$ cat config.mk
export PLATFORM = sky130hd
export DESIGN_NAME = fft_frame_ctrl
export DESIGN_NICKNAME = d
export VERILOG_FILES = /design/src/rtl/fft_ctrl_pkg.sv /design/src/rtl/fft_beat_counter.sv /design/src/rtl/fft_frame_ctrl.sv
export SDC_FILE = /design/constraint.sdc
export NUM_CORES = 1
export LEC_CHECK = 0
export CORE_AREA = 2 2 255 257
export CTS_CLUSTER_SIZE = 30
export DETAILED_ROUTE_END_ITERATION = 6
export DIE_AREA = 0 0 257 259
export SLEW_MARGIN = 20
export SYNTH_ARGS = -nofsm -noshare
export SYNTH_HDL_FRONTEND = slang
export SYNTH_SLANG_ARGS = --single-unit
$ cat constraint.sdc
create_clock -name clk -period 3.45 [get_ports clk]
set_clock_uncertainty 0.2 [all_clocks]
set_input_delay 0.8625 -clock clk [delete_from_list [all_inputs] [get_ports clk]]
set_output_delay 0.8625 -clock clk [all_outputs]
set_load 0.01 [all_outputs]
$ cat src/rtl/fft_ctrl_pkg.sv
// -----------------------------------------------------------------------------
// fft_ctrl_pkg
// Shared types and constants for the FFT frame sequencer.
//   fft_ctrl_state_t : sequencer FSM encoding (IDLE, STREAM, FLUSH, DRAIN)
//   FFT_BEATS        : default beats per frame
//   FFT_FLUSH        : default zero beats used to drain the delay lines
//   FFT_WDOG         : default DRAIN watchdog limit in cycles
//   cnt_width()      : counter width able to hold values 0 .. n-1 (min 1 bit)
// -----------------------------------------------------------------------------
package fft_ctrl_pkg;

    typedef enum logic [1:0] {
        IDLE   = 2'd0,
        STREAM = 2'd1,
        FLUSH  = 2'd2,
        DRAIN  = 2'd3
    } fft_ctrl_state_t;

    localparam int FFT_BEATS = 32;
    localparam int FFT_FLUSH = 32;
    localparam int FFT_WDOG  = 1023;

    // Width of a counter that runs 0 .. n-1; never less than one bit.
    function automatic int cnt_width(input int n);
        if (n > 2) begin
            return $clog2(n);
        end else begin
            return 1;
        end
    endfunction

endpackage

$ cat src/rtl/fft_beat_counter.sv
// -----------------------------------------------------------------------------
// fft_beat_counter
// Modulo-MAX wrap counter used for the input and output beat positions.
//   clk   : clock, rising edge
//   rst   : synchronous active-high reset
//   clr   : synchronous clear to 0 (takes priority over inc)
//   inc   : advance by one, wrapping MAX-1 -> 0
//   count : current beat position
//   wrap  : high in the cycle an increment takes the counter from MAX-1 to 0
// -----------------------------------------------------------------------------
module fft_beat_counter
    import fft_ctrl_pkg::*;
#(
    parameter int MAX = FFT_BEATS,
    parameter int W   = cnt_width(MAX)
) (
    input  logic         clk,
    input  logic         rst,
    input  logic         clr,
    input  logic         inc,
    output logic [W-1:0] count,
    output logic         wrap
);

    logic [W-1:0] count_r;
    logic         at_last_s;

    assign at_last_s = (count_r == W'(MAX - 1));
    assign wrap      = inc && at_last_s;
    assign count     = count_r;

    // Beat position register with clear and terminal-count wrap.
    always_ff @(posedge clk) begin
        if (rst) begin
            count_r <= {W{1'b0}};
        end else if (clr) begin
            count_r <= {W{1'b0}};
        end else if (inc) begin
            if (at_last_s) begin
                count_r <= {W{1'b0}};
            end else begin
                count_r <= count_r + W'(1);
            end
        end else begin
            count_r <= count_r;
        end
    end

endmodule

$ cat src/rtl/fft_frame_ctrl.sv
// -----------------------------------------------------------------------------
// fft_frame_ctrl
// Frame sequencer in front of the FFT stage pipeline. Groups upstream beats
// into BEATS-beat frames, feeds the pipeline a gap-free beat stream followed
// by FLUSH zero beats, and counts pipeline output valids to report frames.
//
// Ports:
//   clk, rst          : clock (rising edge), synchronous active-high reset
//   start, num_frames : arm a run of num_frames frames (0 runs one frame)
//   s_valid, s_ready  : upstream handshake; s_re/s_im upstream beat
//   p_valid, p_re/p_im: registered beat stream into the pipeline
//   p_valid_out       : valid from the last pipeline stage
//   frame_start       : first beat of each frame entering the pipeline
//   frame_done        : registered pulse after the BEATS-th output valid
//   busy              : sequencer not in IDLE
//   err_underrun      : sticky, upstream had no beat while streaming
//   err_timeout       : sticky DRAIN watchdog expiry
//
// Build option FFT_FRAME_CTRL_WDOG_EN: adds the DRAIN watchdog. Without it
// err_timeout is tied low and DRAIN waits for the last frame indefinitely.
// -----------------------------------------------------------------------------
module fft_frame_ctrl
    import fft_ctrl_pkg::*;
#(
    parameter int DATA  = 10,
    parameter int ARRAY = 16,
    parameter int BEATS = FFT_BEATS,
    parameter int FLUSH = FFT_FLUSH,
    parameter int WDOG  = FFT_WDOG
) (
    input  logic                               clk,
    input  logic                               rst,
    input  logic                               start,
    input  logic [7:0]                         num_frames,
    input  logic                               s_valid,
    output logic                               s_ready,
    input  logic signed [ARRAY-1:0][DATA-1:0]  s_re,
    input  logic signed [ARRAY-1:0][DATA-1:0]  s_im,
    output logic                               p_valid,
    output logic signed [ARRAY-1:0][DATA-1:0]  p_re,
    output logic signed [ARRAY-1:0][DATA-1:0]  p_im,
    input  logic                               p_valid_out,
    output logic                               frame_start,
    output logic                               frame_done,
    output logic                               busy,
    output logic                               err_underrun,
    output logic                               err_timeout
);

    localparam int BW = cnt_width(BEATS);
    localparam int FW = cnt_width(FLUSH);
    // The FLUSH parameter shadows the package state name inside this module.
    localparam fft_ctrl_state_t ST_FLUSH = fft_ctrl_pkg::FLUSH;

    fft_ctrl_state_t state_r;
    fft_ctrl_state_t next_state_s;

    logic [7:0]    count_r;
    logic [7:0]    frames_in_r;
    logic [7:0]    frames_out_r;
    logic [FW-1:0] flush_cnt_r;

    logic          start_acc_s;
    logic          in_inc_s;
    logic          in_wrap_s;
    logic [BW-1:0] in_beat_s;
    logic          out_inc_s;
    logic          out_wrap_s;
    logic [BW-1:0] out_beat_unused_s;
    logic          last_frame_s;
    logic          all_out_s;
    logic          wdog_hit_s;

    logic                              s_ready_r;
    logic                              busy_r;
    logic                              p_valid_r;
    logic [ARRAY-1:0][DATA-1:0]        p_re_r;
    logic [ARRAY-1:0][DATA-1:0]        p_im_r;
    logic                              frame_start_r;
    logic                              frame_done_r;
    logic                              err_underrun_r;

    assign start_acc_s  = (state_r == IDLE) && start;
    assign in_inc_s     = (state_r == STREAM);
    assign last_frame_s = ((frames_in_r + 8'd1) == count_r);
    assign all_out_s    = (frames_out_r == count_r);
    // Output valids count only while a run is active and frames remain.
    assign out_inc_s    = p_valid_out && (state_r != IDLE) && !all_out_s;

    fft_beat_counter #(.MAX(BEATS), .W(BW)) u_in_beat (
        .clk   (clk),
        .rst   (rst),
        .clr   (start_acc_s),
        .inc   (in_inc_s),
        .count (in_beat_s),
        .wrap  (in_wrap_s)
    );

    // Only the wrap event of the output counter is needed here.
    fft_beat_counter #(.MAX(BEATS), .W(BW)) u_out_beat (
        .clk   (clk),
        .rst   (rst),
        .clr   (start_acc_s),
        .inc   (out_inc_s),
        .count (out_beat_unused_s),
        .wrap  (out_wrap_s)
    );

`ifdef FFT_FRAME_CTRL_WDOG_EN
    localparam int WW = cnt_width(WDOG + 1);

    logic [WW-1:0] wdog_r;
    logic          err_timeout_r;

    // Expires on the DRAIN cycle whose increment would reach WDOG.
    assign wdog_hit_s = (state_r == DRAIN) && !p_valid_out && !all_out_s &&
                        (wdog_r == WW'(WDOG - 1));

    // DRAIN watchdog: zero outside DRAIN, restarted by any output valid.
    always_ff @(posedge clk) begin
        if (rst) begin
            wdog_r <= {WW{1'b0}};
        end else if (state_r != DRAIN) begin
            wdog_r <= {WW{1'b0}};
        end else if (p_valid_out) begin
            wdog_r <= {WW{1'b0}};
        end else begin
            wdog_r <= wdog_r + WW'(1);
        end
    end

    // Sticky timeout flag, cleared by a new run.
    always_ff @(posedge clk) begin
        if (rst) begin
            err_timeout_r <= 1'b0;
        end else if (start_acc_s) begin
            err_timeout_r <= 1'b0;
        end else if (wdog_hit_s) begin
            err_timeout_r <= 1'b1;
        end else begin
            err_timeout_r <= err_timeout_r;
        end
    end

    assign err_timeout = err_timeout_r;
`else
    localparam int WDOG_UNUSED = WDOG;

    assign wdog_hit_s  = 1'b0;
    assign err_timeout = 1'b0;
`endif

    // Next-state logic for the frame sequencer.
    always_comb begin
        next_state_s = state_r;
        case (state_r)
            IDLE: begin
                if (start) begin
                    next_state_s = STREAM;
                end else begin
                    next_state_s = IDLE;
                end
            end
            STREAM: begin
                if (in_wrap_s && last_frame_s) begin
                    next_state_s = ST_FLUSH;
                end else begin
                    next_state_s = STREAM;
                end
            end
            ST_FLUSH: begin
                if (flush_cnt_r == FW'(FLUSH - 1)) begin
                    next_state_s = DRAIN;
                end else begin
                    next_state_s = ST_FLUSH;
                end
            end
            DRAIN: begin
                if (all_out_s) begin
                    next_state_s = IDLE;
                end else if (wdog_hit_s) begin
                    next_state_s = IDLE;
                end else begin
                    next_state_s = DRAIN;
                end
            end
            default: begin
                next_state_s = IDLE;
            end
        endcase
    end

    // State, run bookkeeping and registered status outputs.
    always_ff @(posedge clk) begin
        if (rst) begin
            state_r        <= IDLE;
            count_r        <= 8'd0;
            frames_in_r    <= 8'd0;
            frames_out_r   <= 8'd0;
            flush_cnt_r    <= {FW{1'b0}};
            s_ready_r      <= 1'b0;
            busy_r         <= 1'b0;
            frame_done_r   <= 1'b0;
            err_underrun_r <= 1'b0;
        end else begin
            state_r   <= next_state_s;
            // Status registers track the state being entered so they line
            // up with state_r on every cycle.
            s_ready_r <= (next_state_s == STREAM);
            busy_r    <= (next_state_s != IDLE);

            if (start_acc_s) begin
                count_r <= (num_frames == 8'd0) ? 8'd1 : num_frames;
            end else begin
                count_r <= count_r;
            end

            if (start_acc_s) begin
                frames_in_r <= 8'd0;
            end else if (in_wrap_s) begin
                frames_in_r <= frames_in_r + 8'd1;
            end else begin
                frames_in_r <= frames_in_r;
            end

            if (start_acc_s) begin
                frames_out_r <= 8'd0;
            end else if (out_wrap_s) begin
                frames_out_r <= frames_out_r + 8'd1;
            end else begin
                frames_out_r <= frames_out_r;
            end
            frame_done_r <= out_wrap_s;

            if (state_r == ST_FLUSH) begin
                flush_cnt_r <= flush_cnt_r + FW'(1);
            end else begin
                flush_cnt_r <= {FW{1'b0}};
            end

            if (start_acc_s) begin
                err_underrun_r <= 1'b0;
            end else if ((state_r == STREAM) && !s_valid) begin
                err_underrun_r <= 1'b1;
            end else begin
                err_underrun_r <= err_underrun_r;
            end
        end
    end

    // Pipeline beat register: data while streaming, zeros while flushing.
    always_ff @(posedge clk) begin
        if (rst) begin
            p_valid_r     <= 1'b0;
            p_re_r        <= '0;
            p_im_r        <= '0;
            frame_start_r <= 1'b0;
        end else begin
            case (state_r)
                STREAM: begin
                    // A missing upstream beat still occupies a frame slot.
                    p_valid_r     <= 1'b1;
                    frame_start_r <= (in_beat_s == {BW{1'b0}});
                    if (s_valid) begin
                        p_re_r <= s_re;
                        p_im_r <= s_im;
                    end else begin
                        p_re_r <= '0;
                        p_im_r <= '0;
                    end
                end
                ST_FLUSH: begin
                    p_valid_r     <= 1'b1;
                    frame_start_r <= 1'b0;
                    p_re_r        <= '0;
                    p_im_r        <= '0;
                end
                default: begin
                    p_valid_r     <= 1'b0;
                    frame_start_r <= 1'b0;
                    p_re_r        <= '0;
                    p_im_r        <= '0;
                end
            endcase
        end
    end

    assign s_ready      = s_ready_r;
    assign busy         = busy_r;
    assign p_valid      = p_valid_r;
    assign p_re         = p_re_r;
    assign p_im         = p_im_r;
    assign frame_start  = frame_start_r;
    assign frame_done   = frame_done_r;
    assign err_underrun = err_underrun_r;

endmodule

## Word-level counts from Yosys, hierarchy flattened

Index checks and enable logic that the tools add are counted.

- $add $sub $neg: 5
- Equality and inequality tests: 9
- Multiplexer cells: 9
- Bitwise operators: 3
- Reductions and logical operators: 19

Operator list:

| cell | number |
|---|---|
| 8-bit by 1-bit adder with 8-bit output, second input constant | 2 |
| 8-bit == test | 2 |
| 5-bit by 1-bit adder with 5-bit output, second input constant | 3 |
| 5-bit == test, second input constant | 3 |
| 5-bit 2-to-1 mux | 2 |
| 8-bit zero test | 1 |
| 8-bit 2-to-1 mux | 1 |
| 2-bit case mux with 4 select lines | 1 |
| 2-bit OR reduction | 4 |
| 1-bit logical AND | 7 |
| 5-bit zero test | 1 |
| 2-bit by 1-bit == test with 1-bit output, second input constant | 2 |
| 2-bit == test, second input constant | 2 |
| 2-bit 2-to-1 mux | 2 |
| 2-bit nonzero test | 2 |
| 1-bit 2-to-1 mux | 3 |
| 1-bit NOT | 3 |
| 3-bit OR reduction | 1 |
| 1-bit zero test | 2 |
| 2-bit zero test | 1 |

- Bits in registers: 367
- Input bits: 333
- Output and inout port bits: 327
- Logic and storage cells: 90

## Depth between registers and ports, before layout

- Depth in word-level cells: 6
- Mapped depth: 9
- Gate-level depth less buffers: 9

## Modules after synthesis

From an unflattened synthesis, not the netlist that was laid out.

- Cell total of the unflattened synthesis: 929
- Area total of the unflattened synthesis: 10849.2 um^2

By module, submodules not included:

| module | instances | cells an instance | area an instance (um^2) | sequential area each (um^2) |
|---|---|---|---|---|
| fft_frame_ctrl | 1 | 883 | 10368.7 | 7146.9 |
| fft_beat_counter | 2 | 23 | 240.2 | 100.1 |

## Worst setup path before layout

Ideal clock, no wire load.

- Path kind: flip-flop to flip-flop
- From: register frames_in_r[0]
- To: register s_ready_r, in the netlist s_ready
- Setup time: 0.116 ns
- Data arrival time: 2.052 ns
- Data required time: 3.134 ns
- Setup slack: 1.082 ns
- Cell stages (with the launch flop): 9
- Buffers on the path: 1
- Period minus slack after synthesis: 2.368 ns
- Path through: dfxtp_1 ha_1 buf_2 xnor2_1 nor2_1 nand2_1 a2111o_1 or4_4 a31o_1

- Word-level cells in the longest chain between the ends: 6

Ends and longest elaborated chain:

| item | line | source |
|---|---|---|
| start, declared | fft_frame_ctrl.sv:59 | `logic [7:0] frames_in_r;` |
| start signal, assigned | fft_frame_ctrl.sv:221 | `frames_in_r <= frames_in_r + 8'd1;` |
| start signal, assigned | fft_frame_ctrl.sv:223 | `frames_in_r <= frames_in_r;` |
| 8-bit by 1-bit adder with 8-bit output | fft_frame_ctrl.sv:85 | `assign last_frame_s = ((frames_in_r + 8'd1) == count_r);` |
| 8-bit == test | fft_frame_ctrl.sv:85 |  |
| 1-bit logical AND | fft_frame_ctrl.sv:165 | `if (in_wrap_s && last_frame_s) begin` |
| 2-bit 2-to-1 mux | fft_frame_ctrl.sv:165 |  |
| 2-bit case mux with 4 select lines | fft_frame_ctrl.sv:156 | `case (state_r)` |
| 2-bit by 1-bit == test with 1-bit output | fft_frame_ctrl.sv:209 | `s_ready_r <= (next_state_s == STREAM);` |
| end signal, assigned | fft_frame_ctrl.sv:209 |  |
| end, declared | fft_frame_ctrl.sv:74 | `logic s_ready_r;` |

No other way between the ends.
A chain may end at the register's enable or synchronous reset.

## Worst setup path after layout

Ends and elaborated chain as after synthesis.

==> impl_metrics.ini <==
[logic_synthesis]
synth_cell_types = 42
synth_area_um2 = 10900
async_flop_share_pct = 0
yosys_most_used_dff = dfxtp_1
yosys_register_bits = 367
synth-seq-area-share_pct = 67.6
synth_area_leaders = dfxtp_1 (68%), and2_1 (18%), xor2_1 (1.5%)
syn_nets = 1292
ys_warn_count = 0
synthCells = 946
synth_top_area_cell = dfxtp_1
synth-edff-count = 0
syn_area_per_cell_um2 = 11.5
synth_top_area_share_pct = 67.6

[clock_network]
cts-root-buf = clkbuf_16
postCtsHoldBufs = 0
cts_resized = 0
clock_path_buffers = 3
clock_sinks = 367
cts_made_buffers = 42
cts_setup_buffers = 0
cts_tree = done
path_clk_slew_ns = 0.06
htreeDepth = 2
clock_latency_ns = 0.54

[route]
via_count = 8830
ant_nets = 0
wl_per_cell_um = 15.9
firstDrtPassIters = 5
drt-total-wl_mm = 39.8
drc = 0
drt_iter0_drc = 229
vias_per_cell = 3.53

[finish]
layout_commonest_cell = clkdlybuf4s50_1
regArea_um2 = 7350
layout.nets = 1956
final_cell_area_um2 = 19900
layout-drive-gt1-share_pct = 5.48
synthToLayoutAreaGrowth_pct = 82.9
final_cell_mix = clkdlybuf4s50_1 (658), dfxtp_1 (367), and2_1 (321)
nFillCells = 6457
multiInputGateArea_um2 = 3290

[floorplanning]
die_w_um = 257
core_um2 = 63900
initial_core_util_pct = 17.0
die_h_um = 259
die-area_um2 = 66600
rows = 93
ios = 660

[global_route]
antenna_found_initial = 10
first_global_vias = 9040
grt_max_degree = 110
gr-total-overflow = 0
grt_pass1_wl_mm = 56.7
grt_use_total_pct = 11.3

[min_path]
min_path_cells = 1
hp-class = flop to flop

[placement]
gp_congestion = 0.858
dp_slack_ns = 0.520
hpwlAfterDp_mm = 31.1
numPortBuffers = 658
placed_area_um2 = 18400

[pwr]
pwr-share-seq_pct = 45.3
power_density_nw_per_um2 = 489
switching_share_pct = 22.2
internal_power_mw = 7.55
pwr-share-clk_pct = 45.7
vdd_drop_max_mv = 0.349
p_switching_mw = 2.15
leakagePower_nw = 7.61
totalPowerFinal_mw = 9.71
comb_power_share_pct = 9.0

[critical_path]
reg2reg_depth = 7
crit_chain = ha_1 > xnor2_1 > nor2_1 > nand2_1 > a2111o_1 > or4_4 > a31o_1
path_buf_inv = 0
critPathTopFamily = simple AND/OR/NAND/NOR gates
cp.depth = 7
cp-start-kind = flop
endpoint_kind = flop
cp_max_fo = 7
critical_path.max_stage_delay_ns = 0.55
worst_ep_required_time_ns = 3.68
crit_type = flop to flop
cp.arrival_ns = 2.82
crit_slowest_cell = or4_4

[job]
drv_cap = 0

[sta]
slew_viol_final = 0
rsz0062_at_grt = false
period_needed_ns = 2.59
final-setup-viol-count = 0
clock.fmax_ghz = 0.386
min_period_over_period_pct = 75.1
setup_tns_ns = 0
timing.final.ws_setup_ns = 0.860
hold_viol = 0

[run_status]
outcome = completed
[final cells by class]
class | count | area share [%]
timing repair buffer | 668 | 33.7
antenna | 6 | 0.0756
sequential | 367 | 37.0
clock inverter | 19 | 0.806
multi-input combinational | 519 | 16.5
clock buffer | 56 | 6.26
tap | 855 | 5.39
inverter | 12 | 0.227
[worst register-to-register path: cells and delay by family (launching register included)]
kind,cells,cell delay [ns]
compound gates,2,0.60
xor+xnor,1,0.13
fa+ha+maj,1,0.35
flops,1,0.47
simple gates,3,0.73
[routing by layer]
layer / global-route usage, % / part of all wire, %
met1: 11.9 / 37
met2: 19.2 / 49
met3: 5.81 / 11
met4: 4.25 / 2.6
met5: 0 / 0.075
[metrics by stage]
step	hold WS, ns	utilization, %	instances
after floorplan	0.218	-	946
after global placement	0.227	28.9	2421
after detailed placement	0.244	28.9	2421
after CTS	0.252	31.1	2496
after global routing	0.273	31.1	2501
final	0.250	31.1	2502
[cell families after synthesis]
family / after synthesis / share of synthesized area (%)
fa+ha+maj: 13 / 1.50
flops: 367 / 67.6
buf+inv: 60 / 2.15
xor+xnor: 34 / 2.74
mux: 4 / 0.369
compound gates: 40 / 2.30
simple gates: 427 / 23.3
other cells: 1 / 0.0345
[path summary, 6_finish.rpt]
check                    to            from  slack (ns)
max                 s_ready  frames_in_r[0]        0.86
min reg2reg  flush_cnt_r[0]  flush_cnt_r[0]        0.25
min          flush_cnt_r[0]  flush_cnt_r[0]        0.25
max reg2reg         s_ready  frames_in_r[0]        0.86
[cells in the mapped netlist (2+ instances only)]
cell	number
nor4_1	6
nand2_1	25
mux2i_1	4
nor3_1	5
a21oi_1	20
ha_1	13
a31oi_1	2
nor2b_1	2
a211oi_1	2
inv_1	12
nor2_1	34
dfxtp_1	367
clkbuf_1	44
and2_1	321
o21ai_0	6
nand4_1	7
xor2_1	19
buf_4	2
or3_1	4
nand2b_1	3
a221oi_1	2
nand3_1	9
xnor2_1	15
and3_1	3
nor3b_1	2
[power groups by stage]
stage | clock network, mW | logic [mW] | registers, mW
after floorplan | 0 | 0.170 | 4.54
after global placement | 0 | 0.874 | 4.49
after detailed placement | 0 | 0.878 | 4.49
after CTS | 4.61 | 0.885 | 4.40
after global routing | 4.80 | 0.933 | 4.40
final | 4.44 | 0.871 | 4.40
[flip-flops by register name, summed over array words and instances (netlist names)]
| register | cells |
|---|---|
| u_out_beat.count | 5 |
| p_im | 160 |
| err_underrun | 1 |
| state_r | 2 |
| frames_in_r | 8 |
| count_r | 8 |
| frames_out_r | 8 |
| busy | 1 |
| flush_cnt_r | 5 |
| frame_start | 1 |
| p_re | 160 |
| p_valid | 1 |
| u_in_beat.count | 5 |
| s_ready | 1 |
| frame_done | 1 |
(Power assumes the default switching activity.)
==> variant 1 (same settings) <==
Register the output `err_underrun` once more, cleared by the reset; this adds one clock of latency there. The other outputs are not delayed to match.
--- a/src/rtl/fft_frame_ctrl.sv
+++ b/src/rtl/fft_frame_ctrl.sv
@@ -294,3 +294,9 @@
     assign frame_done   = frame_done_r;
-    assign err_underrun = err_underrun_r;
+    always_ff @(posedge clk) begin
+        if (rst) begin
+            err_underrun <= '0;
+        end else begin
+            err_underrun <= err_underrun_r;
+        end
+    end
 
Function: changed (Yosys sat finds a counterexample within 4 cycles, from zero or initial values and one cycle with rst high).
==> variant 1 against the original RTL <==
Fmax is 4.3% lower; sequential share of layout area down 0.12 points; wire length rose by 0.57%; sequential cell count increased by 1; synthesized cell count up 0.21%; critical endpoint is now p_im[54]; power grew 3.1%; synthesized area up 0.24%; non-clock buffer count down 1; setup slack lost 0.12 ns; cell count grew 0.16%; design area up 0.59%; die area is the same.
==> variant 1: results (changes against the original RTL) <==
================================================================================
Detailed-route vias per instance ..................................         3.51   -0.42%
Number of hold violations in the final report .....................            0   unchanged
Most heavily used metal layer in global routing ...................         met2
Number of global-route vias before repair .........................        9,193   +1.7%
Starting DRT DRC Count ............................................          318   +39%
Number of fill cells ..............................................        6,415   -0.65%
Largest stage delay on the critical path ..........................      0.76 ns   +0.21 ns
GR Util All Layers ................................................        11.5%   +0.25 points
Arrival time at the worst endpoint ................................      1.64 ns   -1.18 ns
Antenna violations before repair ..................................           11   +1
Clock Latency Late Sink ...........................................      0.56 ns   +0.02 ns
Most frequent cells after synthesis ............................... dfxtp_1 (368), and2_1 (321), clkbuf_1 (43)
VDD IR max ........................................................     0.389 mV   +11%
Met3 Resource Use GR ..............................................        5.49%   -0.32 points
Number of buffers created by CTS ..................................           42   unchanged
Share of synthesized area occupied by flip-flops and latches ......        67.7%   about the same
Master of the slowest instance on the critical path ............... clkdlybuf4s50_1
Outcome ........................................................... finished clean
Maximum clock insertion buffer count ..............................            3   unchanged
Count of cell types in the netlist ................................           42   unchanged
Dpl hpwl ..........................................................    31,300 um   +0.82%
Overall via count from detail_route ...............................        8,807   -0.26%
Top cells by area, synth .......................................... dfxtp_1 (68%), and2_1 (18%), xor2_1 (1.5%)
Number of iterations in the first detailed-routing pass ...........            4   -1
Largest fanout on the critical path ...............................            1   -6
Kind of cell adding the most delay to the critical path ........... buffers and inverters
Hold Path Class ...................................................      reg2reg
Synth Instances ...................................................          948   +0.21%
Post-Place Cells ..................................................        2,422   +0.041%
Global-route wire length before repair ............................    57,900 um   +2.0%
Maximum number of pins on one net before global-route repair ......          153   +39%
Leak pwr ..........................................................   0.00765 uW   +0.51%
Post-placement cell area ..........................................  18,500 um^2   +0.10%
Met1 Use GR .......................................................        12.3%   +0.45 points
Final layout net count ............................................        1,957   +0.051%
Quantity of gates resized following cts ...........................            0   unchanged
Setup WS pre-CTS ..................................................     0.449 ns   -0.0706 ns
Fraction of final layout cells with drive strength greater than 1 .        5.29%   -0.20 points
Met2 Resource Use GR ..............................................        19.9%   +0.76 points
Antenna Nets Post-Route ...........................................            0   unchanged
WL per Instance ...................................................      16.0 um   +0.41%
Post-Synthesis Net Count ..........................................        1,294   +0.15%
Gpl congestion ....................................................        0.938   +9.4%
================================================================================
variant 1: cell types whose count changed after synthesis, sizes merged:
cell and change:
buf +1, clkbuf -1, dfxtp +1, nor2b +1
variant 1: kinds of logic after synthesis:
logic type / count (synthesis) / synth area share [%]
DFF: 368 / 67.7
buffers and inverters: 60 / 2.15
and+or+nand+nor: 428 / 23.3
other: 1 / 0.0344
AOI/OAI and AO/OA: 40 / 2.30
muxes: 4 / 0.368
xor gates and xnor gates: 34 / 2.74
adders and majority gates: 13 / 1.49
variant 1: layout make-up:
class	count	area (um^2)	area share, %
timing repair buffer	667	6690	33.5
inverter	12	45.0	0.225
clock buffer	60	1250	6.25
antenna	6	15.0	0.0751
clock inverter	18	254	1.27
tap	855	1070	5.35
multi-input combinational	520	3290	16.5
sequential	368	7370	36.9
variant 1: final timing paths:
kind	end	cells after the start	slack (ns)	from
min	frame_start	1	0.27	u_in_beat.count[4]
min reg2reg	frame_start	1	0.27	u_in_beat.count[4]
max	p_im[54]	1	0.74	p_im[54]
max reg2reg	s_ready	7	0.88	u_in_beat.count[0]
variant 1: layer usage:
layer  vias to the layer above  share of wire [%]
li1                       4302                  -
met1                      4063                 37
met2                       382                 51
met3                        56                 10
met4                         4                2.5
met5                         -              0.065
variant 1: power by group:
| group | internal, uW | total, uW | switching [uW] | leakage, uW |
|---|---|---|---|---|
| clock network | 2860 | 4730 | 1870 | 0.000737 |
| registers | 4360 | 4410 | 43.1 | 0.00298 |
| logic | 582 | 870 | 288 | 0.00393 |
variant 1: stage by stage:
step | power, uW | utilization, %
floorplan | 4720 | -
CTS | 10200 | 31.3
global placement | 5370 | 28.9
finish | 10000 | 31.3
detailed placement | 5380 | 28.9
global route | 10400 | 31.3
==> variant 2 (same flow settings) <==
Without the edit above. Set the package constant `FFT_BEATS` to 64 (it was 32).
--- a/src/rtl/fft_ctrl_pkg.sv
+++ b/src/rtl/fft_ctrl_pkg.sv
@@ -18,3 +18,3 @@
 
-    localparam int FFT_BEATS = 32;
+    localparam int FFT_BEATS = 64;
     localparam int FFT_FLUSH = 32;
Behaviour: no difference found for any inputs over 4 cycles, from zero or initial values and one cycle with rst high; that may be too few to reach the edited logic, so the function may still have changed.
==> variant 2 against the original RTL <==
Count of clock-buffer cells in the layout increased by 9; setup slack got worse by 0.21 ns; sequential cell count increased by 2; design area increased by 0.50%; synthesized cell count increased by 1.3%; power increased by 0.43%; synthesized area increased by 1.1%; largest cell class unchanged; wire length increased by 7.9%; critical path type is now reg2out; highest routed layer unchanged; critical path depth decreased by 6.
==> variant 2: results (changes against the original RTL) <==
================================================================================
Outcome ........................................................... finished clean
Arrival time at the worst endpoint ................................      1.73 ns   -1.09 ns
Avg Cell Area, Syn ................................................    11.5 um^2   -0.18%
Master of the slowest instance on the critical path ............... clkdlybuf4s50_1
Total length of routed met2 wires .................................    20,700 um   +6.4%
Number of iterations in the first detailed-routing pass ...........            7   +2
Met2 Resource Use GR ..............................................        20.7%   +1.5 points
Gpl congestion ....................................................        0.854   -0.47%
GR Util All Layers ................................................        12.2%   +0.96 points
Top cells by area, synth .......................................... dfxtp_1 (67%), and2_1 (18%), xnor2_1 (1.8%)
Logic gate share of total power ...................................         8.8%   -0.2 points
Met1 Use GR .......................................................        14.1%   +2.3 points
Leak pwr ..........................................................   0.00753 uW   -1.1%
Sum of met3 wire segment lengths after detailed routing ...........      4050 um   -11%
Number of fill cells ..............................................        6,411   -0.71%
Portion of total power attributed to the clock network ............        45.9%   +0.2 points
Kind of cell adding the most delay to the critical path ........... buffers and inverters
Maximum number of pins on one net before global-route repair ......          131   +19%
Dpl hpwl ..........................................................    33,800 um   +8.6%
Most frequent cells after synthesis ............................... dfxtp_1 (369), and2_1 (321), clkbuf_1 (39)
Critical path capture point .......................................     p_re[36]
Starting DRT DRC Count ............................................          318   +39%
WL final ..........................................................    42,900 um   +7.9%
Routed length on met1 .............................................    17,100 um   +17%
Worst reg-to-reg setup slack ......................................      0.93 ns   +0.07 ns
Count of cell types in the netlist ................................           52   +24%
Number of global-route vias before repair .........................        9,213   +1.9%
Largest stage delay on the critical path ..........................      0.71 ns   +0.16 ns
Global-route wire length before repair ............................    60,700 um   +6.9%
Fraction of final layout cells with drive strength greater than 1 .        4.95%   -0.53 points
Met3 Resource Use GR ..............................................        5.21%   -0.60 points
Largest fanout on the critical path ...............................            1   -6
================================================================================
==> variant 2: changes by cell type in the layout (fill, tap and decap cells not counted), sizes merged, moves of 3 or more <==
| cell | unedited run | this run |
|---|---|---|
| xor2 | 19 | 9 |
| nand2 | 26 | 34 |
| nor4 | 6 | 2 |
| or3 | 4 | 7 |
| xnor2 | 15 | 23 |
| nor3 | 5 | 10 |
| clkbuf | 56 | 65 |
| o211ai | 1 | 5 |
| nor2 | 34 | 29 |
| clkinv | 16 | 7 |
| nand4 | 7 | 4 |
==> variant 2: metrics by stage <==
stage	util, %	power (uW)	setup WS [ns]	hold WS, ns	instance area (um^2)
finish	31.3	9750	0.653	0.258	20000
global route	31.2	10200	0.508	0.278	19900
CTS	31.2	9930	0.506	0.261	19900
detailed placement	29.0	5380	0.543	0.248	18600
global placement	29.0	5370	0.529	0.228	18600
floorplan	-	4720	1.08	0.218	11000
==> variant 2: area by class of cell <==
| class | instances | area [um^2] | area share [%] |
|---|---|---|---|
| repair buffers | 669 | 6710 | 33.6 |
| inverters | 12 | 45.0 | 0.226 |
| well taps | 855 | 1070 | 5.36 |
| flip-flops and latches | 369 | 7390 | 37.0 |
| multi-input cells | 530 | 3350 | 16.8 |
| diodes | 7 | 17.5 | 0.0877 |
| clock inverters | 10 | 80.1 | 0.401 |
| clock buffers | 65 | 1310 | 6.57 |
==> variant 2: logic make-up after synthesis <==
kind of cell / after synthesis / synth area share (%)
compound gates: 47 / 2.75
simple gates: 436 / 23.5
other cells: 1 / 0.0342
fa+ha+maj: 11 / 1.25
buf+inv: 59 / 2.28
flops: 369 / 67.3
mux: 3 / 0.274
xor+xnor: 32 / 2.62
